File: src/rtl/pixel_port_arbiter.sv
// Arbitrates the VGA framebuffer write port between four drawing clients.
// One client owns the port for a whole burst; round-robin order, hold-time watchdog, off-screen clipping.
module pixel_port_arbiter #(
  parameter int SCREEN_W = 160,
  parameter int SCREEN_H = 120,
  parameter int MAX_HOLD = 20000
) (
  input  logic        clk,
  input  logic        resetn,
  input  logic [3:0]  req,
  input  logic [3:0]  last,
  input  logic [3:0]  plot_in,
  input  logic [31:0] x_in,
  input  logic [27:0] y_in,
  input  logic [11:0] colour_in,
  output logic [3:0]  gnt,
  output logic [1:0]  owner,
  output logic        busy,
  output logic        preempt,
  output logic [7:0]  vga_x,
  output logic [6:0]  vga_y,
  output logic [2:0]  vga_colour,
  output logic        vga_plot,
  output logic [7:0]  clip_cnt
);

  typedef enum logic {S_IDLE, S_OWN} state_t;

  state_t      r_state;
  state_t      w_state_nxt;
  logic [3:0]  r_gnt;
  logic [1:0]  r_owner;
  logic        r_busy;
  logic        r_preempt;
  logic [1:0]  r_rr;
  logic [15:0] r_hold;
  logic [7:0]  r_vga_x;
  logic [6:0]  r_vga_y;
  logic [2:0]  r_vga_colour;
  logic        r_vga_plot;
  logic [7:0]  r_clip_cnt;

  logic [1:0]  w_pick_idx;
  logic [1:0]  w_cand;
  logic [7:0]  w_sel_x;
  logic [6:0]  w_sel_y;
  logic [2:0]  w_sel_colour;
  logic        w_own;
  logic        w_req_k;
  logic        w_plot_k;
  logic        w_last_k;
  logic        w_accept;
  logic        w_clip;
  logic        w_rel_a;
  logic        w_rel_b;
  logic        w_rel_c;
  logic        w_release;
  logic        w_preempt;

  // First requester at or after the round-robin pointer: scan offsets high to low so the nearest wins.
  always_comb begin
    w_pick_idx = 2'd0;
    w_cand     = 2'd0;
    for (int i = 3; i >= 0; i--) begin
      w_cand = r_rr + 2'(i);
      if (req[w_cand]) w_pick_idx = w_cand;
    end
  end

  always_comb begin
    w_sel_x      = x_in[8*r_owner +: 8];
    w_sel_y      = y_in[7*r_owner +: 7];
    w_sel_colour = colour_in[3*r_owner +: 3];
    w_own        = (r_state == S_OWN);
    w_req_k      = req[r_owner];
    w_plot_k     = plot_in[r_owner];
    w_last_k     = last[r_owner];
    w_accept     = w_own & w_req_k & w_plot_k;
    w_clip       = ({24'd0, w_sel_x} >= 32'(SCREEN_W)) | ({25'd0, w_sel_y} >= 32'(SCREEN_H));
    w_rel_a      = w_own & w_plot_k & w_last_k;
    w_rel_b      = w_own & ~w_req_k;
    w_rel_c      = w_own & (r_hold == 16'(MAX_HOLD - 1));
    w_release    = w_rel_a | w_rel_b | w_rel_c;
    w_preempt    = w_rel_c & ~w_rel_a & ~w_rel_b;
  end

  always_comb begin
    w_state_nxt = r_state;
    case (r_state)
      S_IDLE:  if (|req) w_state_nxt = S_OWN;
      S_OWN:   if (w_release) w_state_nxt = S_IDLE;
      default: w_state_nxt = S_IDLE;
    endcase
  end

  always_ff @(posedge clk or negedge resetn) begin
    if (!resetn) r_state <= S_IDLE;
    else         r_state <= w_state_nxt;
  end

  // Grant bookkeeping; the IDLE cycle after every release forces a dead gap between owners.
  always_ff @(posedge clk or negedge resetn) begin
    if (!resetn) begin
      r_gnt     <= 4'd0;
      r_owner   <= 2'd0;
      r_busy    <= 1'b0;
      r_preempt <= 1'b0;
      r_rr      <= 2'd0;
      r_hold    <= 16'd0;
    end else begin
      r_preempt <= w_preempt;
      if (r_state == S_IDLE) begin
        if (|req) begin
          r_gnt   <= 4'd1 << w_pick_idx;
          r_owner <= w_pick_idx;
          r_busy  <= 1'b1;
          r_hold  <= 16'd0;
        end
      end else if (w_release) begin
        r_gnt  <= 4'd0;
        r_busy <= 1'b0;
        r_rr   <= r_owner + 2'd1;
      end else begin
        r_hold <= r_hold + 16'd1;
      end
    end
  end

  // Pixel register: clipped pixels still load coordinates but never strobe the write port.
  always_ff @(posedge clk or negedge resetn) begin
    if (!resetn) begin
      r_vga_x      <= 8'd0;
      r_vga_y      <= 7'd0;
      r_vga_colour <= 3'd0;
      r_vga_plot   <= 1'b0;
      r_clip_cnt   <= 8'd0;
    end else begin
      r_vga_plot <= 1'b0;
      if (w_accept) begin
        r_vga_x      <= w_sel_x;
        r_vga_y      <= w_sel_y;
        r_vga_colour <= w_sel_colour;
        r_vga_plot   <= ~w_clip;
        if (w_clip && (r_clip_cnt != 8'hFF)) r_clip_cnt <= r_clip_cnt + 8'd1;
      end
    end
  end

  assign gnt        = r_gnt;
  assign owner      = r_owner;
  assign busy       = r_busy;
  assign preempt    = r_preempt;
  assign vga_x      = r_vga_x;
  assign vga_y      = r_vga_y;
  assign vga_colour = r_vga_colour;
  assign vga_plot   = r_vga_plot;
  assign clip_cnt   = r_clip_cnt;

endmodule

File: config.mk
export PLATFORM = sky130hd
export DESIGN_NAME = pixel_port_arbiter
export DESIGN_NICKNAME = d
export VERILOG_FILES = /design/src/rtl/pixel_port_arbiter.sv
export SDC_FILE = /design/constraint.sdc
export NUM_CORES = 1
export LEC_CHECK = 0
export ABC_AREA = 1
export BUFFER_PORTS_ARGS = -buffer_cell sky130_fd_sc_hd__buf_2
export CAP_MARGIN = 20
export CORE_MARGIN = 8
export CORE_UTILIZATION = 51
export DETAILED_ROUTE_END_ITERATION = 10
export PLACE_DENSITY = 0.81
export SKIP_LAST_GASP = 1
export SLEW_MARGIN = 20
export SYNTH_ARGS = -nofsm -noshare
export SYNTH_HDL_FRONTEND = slang
export SYNTH_SLANG_ARGS = --single-unit
File: constraint.sdc
create_clock -name clk -period 2 [get_ports clk]
set_clock_uncertainty 0.1 [all_clocks]
set_input_delay 0.3 -clock clk [delete_from_list [all_inputs] [get_ports clk]]
set_output_delay 0.3 -clock clk [all_outputs]
set_load 0.03 [all_outputs]
==> impl_metrics.yaml, run 1 <==
outcome:
  status: "completed"
floorplanning:
  start_util: 0.5250
  placementRows: 30
  die_x_um: 99.63
  die_area_um2: 9926
  fp.coreArea_um2: 6794
  die_h_um: 99.63
  ios: 121
sta:
  finalCritPeriodShare: 0.9092
  relSlewSlack: 0.7748
  worst_pin_slew_ps: 335.3
  finalWorstSetupSlack_ps: 181.6
  finalSetupViolCount: 0
  fmax_mhz: 549.9
  finalHoldViolations: 0
  setup_tns_ps: 0
  grt_setup_unrepaired: "false"
  finalWorstPathRequiredPeriod_ps: 1818
  slew_violations: 0
synthesis:
  synth_compound_area_frac: 0.09716
  ys_warn_count: 0
  yosys.area_share.simple: 0.3978
  synth_area_um2: 3567
  synthAdderAreaFrac: 0.007015
  synthXorXnorAreaFrac: 0.04384
  yosysSeqAreaShare: 0.3788
  muxShareOfSynthArea: 0
  synth_seq_cells: 54
  avgSynthCellArea_um2: 6.860
  synth_cell_types: 33
  synth_nets: 608
  synth_top_family_by_area: "simple AND/OR/NAND/NOR gates"
  synthCells: 520
cells_and_area:
  diodes: 0
  fin_util: 0.6521
  synthToLayoutAreaGrowth_pct: 24.20
  nNetsFinal: 730
  drive_above_1_share: 0.2582
  instances_no_fill: 739
pwr:
  leakagePower_nw: 2.309
  ir_drop_uv: 978.2
  power_mw: 6.483
  power.density_nw_per_um2: 1463
place:
  hpwlAfterDp_um: 7862
  port_buffers: 120
  post-place-ws_ps: 135.4
  place.gp.congestion: 0.8836
  dpl.cell_count: 729
setup_path:
  startpoint: "owner[0]"
  reg2reg_to: "clip_cnt[0]"
  critPathMaxStageDelay_ps: 470
  critPathKind: "flip-flop to flip-flop"
  timing.rr.start: "owner[0]"
  crit_path_end: "clip_cnt[0]"
  critPathLaunchType: "flip-flop"
  rr_worst_depth: 9
  critPathArrivalTime_ps: 1920
  ff2ff_setup_slack_ps: 180
  crit_slowest_cell: "dfrtp_2"
  required_ps: 2100
  crit_chain: "buf_12 -> nand2_1 -> nand3_1 -> nand2_1 -> nor2_1 -> nand2_4 -> nor2_4 -> nand2_4 -> xnor2_2"
  critPathCaptureType: "flip-flop"
  crit_fanout: 39
clocking:
  clock_latency_ps: 310
  h-tree-depth: 2
  cts-root-buf: "clkbuf_8"
  ctsLongestPathBuffers: 2
  post_cts.repair.setup_buffers: 0
  cts_buffers: 5
  cts_tree: "built"
  cts_sinks: 54
  clk_pin_slew_ps: 100
detailed_routing:
  drt_iter0_drc: 239
  drcViolationCount: 0
  via_per_inst: 5.080
  wl_um: 9932
  dr.pass1.iters: 4
  wl_per_cell_um: 13.44
  vias: 3754
  ant_nets: 0
global_route:
  gr-total-overflow: 0
  antenna_found_initial: 0
  grt_pass1_vias: 3798
  grt.total_usage: 0.2044
  grt_max_degree: 55
  grt_pass1_wl_um: 17000
flow_run:
  drv_cap: 0
hold_path:
  hold_path_class: "primary input to flip-flop"
## per-stage QoR
| stage | hold WS, ps | area (um^2) |
|---|---|---|
| 2_1_floorplan | -95.59 | 3567 |
| 3_3_place_gp | 216.9 | 4295 |
| 3_5_place_dp | 218.9 | 4295 |
| 4_1_cts | 202.2 | 4418 |
| 5_1_grt | 211.3 | 4431 |
| 6_report | 197.4 | 4431 |
## cells in the mapped netlist, drive strengths merged
cell / n / area share
a21oi: 3 / 0.0053
dfrtp: 54 / 0.38
o21a: 1 / 0.0021
nand3b: 1 / 0.0021
xnor2: 3 / 0.0095
or2: 1 / 0.0018
a31oi: 11 / 0.019
o21ai: 48 / 0.071
clkbuf: 6 / 0.0063
nand3: 53 / 0.074
nor2: 97 / 0.11
nor3b: 2 / 0.0042
buf: 16 / 0.034
nor3: 9 / 0.013
xor2: 14 / 0.034
inv: 33 / 0.035
nand4: 13 / 0.027
nand2: 153 / 0.17
ha: 2 / 0.0070
## state kept, by name (all words and copies together), names as in the netlist
register    count
r_hold         16
clip_cnt        8
vga_x           8
vga_y           7
gnt             4
vga_colour      3
owner           2
r_rr            2
busy            1
preempt         1
r_state         1
vga_plot        1
## layout by cell type (no fill, tap or decap), drive strengths merged
cell type    count
dlygate4sd3      1
nor3b            2
o21a             1
nand2          153
nand3           53
nand4           13
clkbuf           5
or2              1
buf            135
dfrtp           54
a21oi            3
ha               2
xor2            14
nor2            97
xnor2            3
o21ai           48
clkinv           3
a31oi           11
nand3b           1
inv             33
nor3             9
bufinv           1
## critical path: cells and delay by family (launching register included)
family / cells / cell delay (ps)
DFF: 1 / 470
xor gates and xnor gates: 1 / 140
buffers and inverters: 1 / 210
and+or+nand+nor: 7 / 770
## worst min path at each step
stage / slack, ps / cells after the start / to / from
6_report: 200 / 3 / vga_x[0] / x_in[8]
5_1_grt: 210 / 3 / vga_colour[1] / colour_in[10]
4_1_cts: 200 / 3 / vga_x[0] / x_in[8]
3_5_place_dp: 220 / 2 / r_hold[14] / resetn
3_3_place_gp: 220 / 2 / r_hold[14] / resetn
2_1_floorplan: -100 / 0 / busy / resetn
## power breakdown
part           total (mW)  internal (mW)  switching (mW)
logic                3.93           1.31            2.62
registers            1.80           1.46           0.333
clock network       0.756          0.376           0.380
## cell type report
class / count / area, um^2
fillers: 589 / 2364
multi-input cells: 411 / 1947
flip-flops and latches: 54 / 1354
repair buffers: 136 / 760.7
inverters: 33 / 131.4
well taps: 96 / 120.1
clock buffers: 5 / 68.82
clock inverters: 3 / 43.79
repair inverters: 1 / 5.005
## kinds of logic after synthesis
group	after synthesis
AND/OR/NAND/NOR	329
buffers and inverters	55
XOR/XNOR	17
AO/OA/AOI/OAI	63
adder cells (fa/ha/maj)	2
flip-flops	54
## per-layer routing
metal / vias to the layer above / global-route usage / routed length (um)
li1: 1933 / - / -
met1: 1676 / 0.2453 / 4265
met2: 133 / 0.3456 / 4837
met3: 12 / 0.06355 / 695
met4: 0 / 0.05239 / 132
met5: - / 0 / 0
## timing repair
action / CTS / global route
hold endpoints to repair: 54 / 0
gates resized for setup: 0 / 6
hold buffers: 1 / 0
setup endpoints to repair: 0 / 20
Note: power is estimated with default switching activity, not from simulation.
==> run 2, diff against run 1 <==
==> constraint.sdc (replaced) <==
create_clock -name clk -period 2 [get_ports clk]
set_clock_uncertainty 0.1 [all_clocks]
set_input_delay 0.2 -clock clk [delete_from_list [all_inputs] [get_ports clk]]
set_output_delay 0.2 -clock clk [all_outputs]
set_load 0.03 [all_outputs]
==> run 2 against run 1 <==
Flip-flop and latch count did not move. Count of clock-buffer cells in the layout is 1 higher. Die area unchanged. Cell count shrank 0.14%. Clock power is essentially flat. Fmax down 0.56%. First-iteration DRC count shrank 48%. Final area shrank 0.14%. Worst hold slack got worse by 87 ps. Wire length is 2.8% higher. Critical path type unchanged. Critical endpoint is now clip_cnt[2]. Highest routed layer unchanged.
==> impl_metrics.yaml, run 2 (synthesis results as in run 1) <==
outcome:
  status: "completed"
clocking:
  clk_pin_slew_ps: 100
  clock_latency_ps: 310
  cts_tree: "built"
  ctsLongestPathBuffers: 2
  cts_sinks: 54
  cts-root-buf: "clkbuf_8"
  h-tree-depth: 2
  cts_buffers: 5
sta:
  relSlewSlack: 0.5547
  setup_tns_ps: 0
  finalCritPeriodShare: 0.9144
  finalWorstPathRequiredPeriod_ps: 1829
  finalHoldViolations: 0
  slew_violations: 0
  fmax_mhz: 546.8
  finalSetupViolCount: 0
  finalWorstSetupSlack_ps: 171.3
  worst_pin_slew_ps: 667.9
  grt_setup_unrepaired: "false"
cells_and_area:
  fillers: 597
  nNetsFinal: 730
  synthToLayoutAreaGrowth_pct: 24.03
  multi_input_area_um2: 1947
  instances_no_fill: 738
  layout_commonest_cell: "nand2_1"
  regMostFlops: "r_hold"
  layout_common_cells: "146 x nand2_1, 120 x buf_2, 94 x nor2_1, 53 x nand3_1, 52 x dfrtp_1"
  diodes: 0
  drive_above_1_share: 0.2570
  final-seq-area_um2: 1354
  largest_register_ff_count: 16
  fin_area_um2: 4424
floorplanning:
  placementRows: 30
  fp.coreArea_um2: 6794
  start_util: 0.5250
  die_area_um2: 9926
  die_x_um: 99.63
  die_h_um: 99.63
  ios: 121
detailed_routing:
  dr.pass1.iters: 4
  via_per_inst: 5.156
  wl_um: 10220
  ant_nets: 0
  drcViolationCount: 0
  wl_per_cell_um: 13.84
  vias: 3805
  drt_iter0_drc: 125
pwr:
  power.density_nw_per_um2: 1477
  leakagePower_nw: 2.307
  power_mw: 6.533
  ir_drop_uv: 793.1
global_route:
  grt_pass1_wl_um: 17580
  grt.total_usage: 0.2129
  grt_pass1_vias: 3897
  gr-total-overflow: 0
  grt_max_degree: 55
  antenna_found_initial: 0
place:
  hpwlAfterDp_um: 8085
  place_area_um2: 4283
  port_buffers: 120
  dpl.cell_count: 729
  post-place-ws_ps: 38.71
  place.gp.congestion: 0.9497
setup_path:
  rr_worst_depth: 10
  critPathArrivalTime_ps: 1930
  critPathKind: "flip-flop to flip-flop"
  critPathLaunchType: "flip-flop"
  crit_fanout: 29
  critPathCaptureType: "flip-flop"
  required_ps: 2100
hold_path:
  min_path_cells: 3
  hold_path_class: "primary input to flip-flop"
flow_run:
  drv_cap: 0
==> run 2: repair_timing <==
action | CTS | global route
endpoints found under the hold margin | 54 | 0
hold buffers | 1 | 0
resized for setup | 0 | 5
setup buffers | 0 | 1
endpoints found under the setup margin | 0 | 28
==> run 2: path summary, 6_finish.rpt <==
kind / start / end / slack (ps)
setup / recovery: owner[0] / clip_cnt[2] / 170
hold / removal: x_in[8] / vga_x[0] / 110
setup reg to reg: owner[0] / clip_cnt[2] / 170
hold reg to reg: vga_y[6] / vga_y[6] / 390
max in group asynchronous: resetn / owner[0] / 860
min in group asynchronous: resetn / r_hold[14] / 440
==> run 2: power by group <==
group	internal [mW]	leakage, nW	switching, mW
Combinational	1.33	1.57	2.65
Clock	0.401	0.0573	0.355
Sequential	1.46	0.682	0.332
==> run 2: stage by stage <==
step,hold WS (ps),util
2_1_floorplan,-195.6,-
5_1_grt,125.1,0.6512
4_1_cts,109.1,0.6484
3_3_place_gp,262.5,0.6304
6_report,110.0,0.6512
3_5_place_dp,267.8,0.6304
==> run 2: layout make-up <==
class	instances	share of cell area
clock buffers	6	0.01867
repair buffers	137	0.1725
multi-input cells	411	0.4400
well taps	96	0.02715
inverters	33	0.02885
clock inverters	1	0.006787
flip-flops and latches	54	0.3060
==> run 2: per-layer routing <==
| metal | track usage | vias up | routed length (um) |
|---|---|---|---|
| li1 | - | 1926 | - |
| met1 | 0.2548 | 1733 | 4429 |
| met2 | 0.3678 | 134 | 4993 |
| met3 | 0.05656 | 12 | 654 |
| met4 | 0.05471 | 0 | 137 |
| met5 | 0 | - | 0 |
==> run 2: critical path: stages (launching register included) <==
cell and delay [ps]:
dfrtp_2 490, buf_12 200, nand2_1 60, nand3_1 80
nand2_1 70, nor2_1 170, nand2_4 110, nor2_4 170
nand2_4 120, nand2_1 70, o21ai_1 70
